[src/rtl/imm_gen_pipe.sv]
// RISC-V immediate generator with a registered, two-entry (output + skid) valid/ready stage.
// Decoding is combinational on the request; the result appears one cycle after acceptance.
module imm_gen_pipe #(
  parameter int XLEN  = 32,
  parameter int TAG_W = 5
) (
  input  logic             clk,
  input  logic             rst,
  input  logic             flush,
  input  logic             in_valid,
  output logic             in_ready,
  input  logic [24:0]      raw_src,
  input  logic [2:0]       imm_source,
  input  logic [TAG_W-1:0] in_tag,
  output logic             out_valid,
  input  logic             out_ready,
  output logic [XLEN-1:0]  immediate,
  output logic [TAG_W-1:0] out_tag,
  output logic             out_illegal
);

  localparam int ENT_W = XLEN + TAG_W + 1;

  // Returns {illegal, immediate}; r[k] corresponds to instruction bit k+7.
  function automatic logic [XLEN:0] decode_imm(input logic [24:0] r, input logic [2:0] sel);
    logic signed [11:0] i_imm;
    logic signed [11:0] s_imm;
    logic signed [12:0] b_imm;
    logic signed [20:0] j_imm;
    logic signed [31:0] u_imm;
    logic        [4:0]  z_imm;
    logic        [5:0]  sh_imm;
    logic [XLEN-1:0]    imm;
    logic               ill;
    i_imm  = r[24:13];
    s_imm  = {r[24:18], r[4:0]};
    b_imm  = {r[24], r[0], r[23:18], r[4:1], 1'b0};
    j_imm  = {r[24], r[12:5], r[13], r[23:14], 1'b0};
    u_imm  = {r[24:5], 12'h000};
    z_imm  = r[12:8];
    // RV64 shift amounts carry one extra bit.
    sh_imm = {(XLEN == 64) ? r[18] : 1'b0, r[17:13]};
    imm    = '0;
    ill    = 1'b0;
    case (sel)
      3'b000:  imm = XLEN'(i_imm);
      3'b001:  imm = XLEN'(s_imm);
      3'b010:  imm = XLEN'(b_imm);
      3'b011:  imm = XLEN'(j_imm);
      3'b100:  imm = XLEN'(u_imm);
      3'b101:  imm = XLEN'(z_imm);
      3'b110:  imm = XLEN'(sh_imm);
      default: ill = 1'b1;
    endcase
    return {ill, imm};
  endfunction

  logic             out_valid_q, out_valid_d;
  logic             skid_valid_q, skid_valid_d;
  logic             in_ready_q, in_ready_d;
  logic [ENT_W-1:0] out_data_q, out_data_d;
  logic [ENT_W-1:0] skid_data_q, skid_data_d;
  logic [XLEN:0]    dec;
  logic [ENT_W-1:0] new_entry;
  logic             accept;
  logic             handoff;

  always_comb begin
    dec       = decode_imm(raw_src, imm_source);
    new_entry = {dec[XLEN], in_tag, dec[XLEN-1:0]};
    accept    = in_valid & in_ready_q & ~flush;
    handoff   = out_valid_q & out_ready;

    out_valid_d  = out_valid_q;
    skid_valid_d = skid_valid_q;
    out_data_d   = out_data_q;
    skid_data_d  = skid_data_q;

    if (flush) begin
      out_valid_d  = 1'b0;
      skid_valid_d = 1'b0;
    end else if (!out_valid_q || handoff) begin
      // Output slot frees up: refill from skid first to keep order.
      if (skid_valid_q) begin
        out_data_d   = skid_data_q;
        out_valid_d  = 1'b1;
        skid_valid_d = 1'b0;
      end else begin
        out_valid_d = accept;
        if (accept) out_data_d = new_entry;
      end
    end else if (accept) begin
      skid_valid_d = 1'b1;
      skid_data_d  = new_entry;
    end

    in_ready_d = ~skid_valid_d;
  end

  always_ff @(posedge clk) begin
    if (rst) begin
      out_valid_q  <= 1'b0;
      skid_valid_q <= 1'b0;
      in_ready_q   <= 1'b1;
      out_data_q   <= '0;
    end else begin
      out_valid_q  <= out_valid_d;
      skid_valid_q <= skid_valid_d;
      in_ready_q   <= in_ready_d;
      out_data_q   <= out_data_d;
    end
  end

  always_ff @(posedge clk) begin
    skid_data_q <= skid_data_d;
  end

  assign in_ready                           = in_ready_q;
  assign out_valid                          = out_valid_q;
  assign {out_illegal, out_tag, immediate}  = out_data_q;

endmodule

[config.mk]
export PLATFORM = sky130hd
export DESIGN_NAME = imm_gen_pipe
export DESIGN_NICKNAME = d
export VERILOG_FILES = /design/src/rtl/imm_gen_pipe.sv
export SDC_FILE = /design/constraint.sdc
export NUM_CORES = 1
export LEC_CHECK = 0
export CAP_MARGIN = 25
export CORE_UTILIZATION = 30
export CTS_CLUSTER_DIAMETER = 60
export DETAILED_ROUTE_END_ITERATION = 7
export GPL_TIMING_DRIVEN = 0
export PLACE_DENSITY = 0.6
export REMOVE_ABC_BUFFERS = 1
export SLEW_MARGIN = 30
export SYNTH_ARGS = -nofsm -noshare
export SYNTH_HDL_FRONTEND = slang
export SYNTH_SLANG_ARGS = --single-unit
[constraint.sdc]
create_clock -name clk -period 4.4 [get_ports clk]
set_input_delay 0.88 -clock clk [delete_from_list [all_inputs] [get_ports clk]]
set_output_delay 0.88 -clock clk [all_outputs]
set_load 0.03 [all_outputs]
==> flow_summary.json <==
{
  "maximum_number_of_buffers_from_clock_root_to_sink": 2,
  "globalRouteMet3Util": 0.0386,
  "dieHeight_um": 113,
  "critPathMaxFanout": 20,
  "synthesis.area_per_instance_sq_um": 11.1,
  "synthCells": 334,
  "drcViolationCount": 0,
  "dominantRegCellSynth": "sky130_fd_sc_hd__dfxtp_1",
  "nFillCells": 1183,
  "max_stage_delay_ns": 1.09,
  "cell_with_the_largest_stage_delay_on_the_worst_path": "sky130_fd_sc_hd__clkdlybuf4s50_1",
  "globalRouteMet1Util": 0.214,
  "cts_repair_resize_count": 0,
  "worstSetupPathType": "input pin to flip-flop",
  "critical_path_cell_by_cell": "clkdlybuf4s50_1 -> nor3b_4 -> a21o_1 -> nor2_1 -> o41ai_2",
  "post-cts-setup-buffer-count": 0,
  "slew_at_the_pin_closest_to_its_max_slew_limit_ns": 0.953,
  "std_cell_rows": 40,
  "area_delta_synth_final_pct": 34.5,
  "detail_route.vias_per_cell": 5.05,
  "grt_use_total": 0.152,
  "post_synth_instance_area_sq_um": 3690,
  "finalWorstSetupSlack_ns": 1.41,
  "io-pin-count": 78,
  "normalized_max_slew_margin": 0.363,
  "antenna-diode-count": 0,
  "synth_async_sr_flop_share": 0,
  "cap_viol_max_count": 0,
  "unrepaired_setup_endpoints_after_global_routing": "no",
  "category_of_the_worst_setup_path_launch_point": "input pin",
  "vdd_drop_max_mv": 0.139,
  "cts_tree": "built",
  "gpl.final_weighted_congestion": 0.751,
  "groute.layer.met2.usage": 0.232,
  "clkSinkCount": 79,
  "fin_util": 0.414,
  "vias_in_the_first_global_route": 2722,
  "synth.lib_cells_used.distinct": 39,
  "synth_area_leader_cell": "sky130_fd_sc_hd__edfxtp_1",
  "floorplan.die_area_sq_um": 12800,
  "numPortBuffers": 77,
  "timing.final.hold_violations": 0,
  "synth_seq_area_share": 0.531,
  "die_width_um": 113,
  "postLayoutCellArea_sq_um": 4970,
  "via_count": 2803,
  "finalSetupViolations": 0,
  "routedWlPerCell_um": 16.9,
  "overflow": 0,
  "cts_hold_buffers": 0,
  "floorplan.core_area_sq_um": 12000,
  "dpl_cell_area_sq_um": 4670,
  "drt_pre_antenna_iters": 4,
  "power.density_nw_per_um2": 366,
  "setup.worst_path.end_class": "flip-flop",
  "critPathArrivalTime_ns": 3.22,
  "clock_skews_ns": 0.00598,
  "synth-warning-count": 0,
  "synth_enable_flop_cells": 38,
  "fin_crit_sh": 0.680,
  "status": "finished clean",
  "worst_setup_hold_path_clk_slew_ns": 0.06,
  "p_leak_nw": 1.83,
  "synth_common_cells": "41 x sky130_fd_sc_hd__dfxtp_1, 38 x sky130_fd_sc_hd__edfxtp_1, 24 x sky130_fd_sc_hd__nor2_1",
  "cts_root_buf": "sky130_fd_sc_hd__clkbuf_16",
  "synth.ff_latch_count": 79,
  "floorplan.initialDensity": 0.307,
  "dp_hpwl_mm": 6.47,
  "layout_cell_share_with_drive_strength_beyond_1": 0.123,
  "drt_wl_total_mm": 9.40,
  "grt_antenna_before_repair": 0,
  "ant_nets": 0,
  "numCtsBuffers": 9,
  "insertion_delay_ns": 0.33,
  "grt-busiest-layer": "met2",
  "synthMostInstantiatedCell": "sky130_fd_sc_hd__dfxtp_1",
  "timing.final.max_slew_violations": 0,
  "grt_first_pass_wirelength_mm": 14.9,
  "grt_max_degree": 37,
  "clock.fmax_ghz": 0.334,
  "netlist_top_cells_area": "sky130_fd_sc_hd__edfxtp_1 31%, sky130_fd_sc_hd__dfxtp_1 22%, sky130_fd_sc_hd__mux2i_1 4.9%",
  "min-delay-path-class": "flip-flop to flip-flop",
  "finalCriticalPeriod_ns": 2.99,
  "critPathRequiredTime_ns": 4.63,
  "pre_cts_ws_ns": 1.02,
  "dr.first_iter.drc_count": 183,
  "htreeDepth": 3,
  "design.final.nets": 441,
  "synth_largest_type_area_fraction": 0.309
}
-- worst paths after layout --
kind,startpoint,cells after the start,slack [ns],end
worst min-delay path,out_data_q[21],2,0.45,out_data_q[21]
worst max register to register,skid_valid_q,5,2.02,out_data_q[19]
worst max-delay path,imm_source[2],5,1.41,out_data_q[20]
worst min register to register,out_data_q[21],2,0.45,out_data_q[21]
-- cells in the final DEF, fill, tap and decap left out, types with 7 or more instances in the layout --
cell / count
sky130_fd_sc_hd__clkdlybuf4s50_1: 76
sky130_fd_sc_hd__dfxtp_1: 40
sky130_fd_sc_hd__edfxtp_1: 38
sky130_fd_sc_hd__nor2_1: 24
sky130_fd_sc_hd__nand2_1: 19
sky130_fd_sc_hd__a21oi_1: 19
sky130_fd_sc_hd__nor2b_1: 18
sky130_fd_sc_hd__mux2i_1: 18
sky130_fd_sc_hd__a211oi_1: 15
sky130_fd_sc_hd__nor3b_1: 13
sky130_fd_sc_hd__nor3_1: 13
sky130_fd_sc_hd__a211o_1: 13
sky130_fd_sc_hd__a21o_1: 12
sky130_fd_sc_hd__clkbuf_16: 9
sky130_fd_sc_hd__o22ai_1: 7
sky130_fd_sc_hd__nand3b_1: 7
sky130_fd_sc_hd__o41ai_2: 7
-- layer usage --
metal	routed length, um	vias up
met5	0	-
met4	83	0
met3	410	8
met2	4230	86
met1	4680	1335
li1	-	1374
-- power by group --
group / internal, mW / switching [mW] / total [mW]
logic: 0.116 / 0.140 / 0.256
clock network: 0.468 / 0.294 / 0.762
registers: 0.793 / 0.0102 / 0.803
-- through the flow --
stage / setup TNS, ns / hold slack [ns] / total power, mW / std cells
CTS: 0 / 0.457 / 1.84 / 555
global route: 0 / 0.487 / 1.89 / 555
global placement: -88.15 / 0.447 / 1.06 / 527
finish: 0 / 0.454 / 1.82 / 555
floorplan: 0 / 0.538 / 0.946 / 303
detailed placement: 0 / 0.450 / 1.08 / 539
-- sequential cells by signal, summed over array words and instances (netlist names) --
name and count:
skid_data_q 38, in_ready 1, out_data_q 38, out_valid 1, skid_valid_q 1
-- critical path, delay by kind of cell --
kind / cells / cell delay, ns
compound gates: 2 / 0.51
buf+inv: 1 / 1.09
simple gates: 2 / 0.72
-- layout make-up --
cell class	instances	area, sq um	area share
Tap cell	147	184	0.0370
Sequential cell	79	1970	0.396
Multi-Input combinational cell	222	1580	0.319
Timing Repair Buffer	89	926	0.186
Inverter	2	7.51	0.00151
Clock inverter	4	45.0	0.00907
Clock buffer	12	256	0.0516
-- logic make-up (layout without fill, tap and decap cells) --
family | Yosys count | in the layout | share of synthesized area
AOI/OAI and AO/OA | 88 | 88 | 0.185
DFF | 79 | 79 | 0.531
buffers and inverters | 33 | 107 | 0.0457
xor gates and xnor gates | 1 | 1 | 0.00745
and+or+nand+nor | 111 | 111 | 0.167
muxes | 22 | 22 | 0.0630
(Power assumes the default switching activity.)
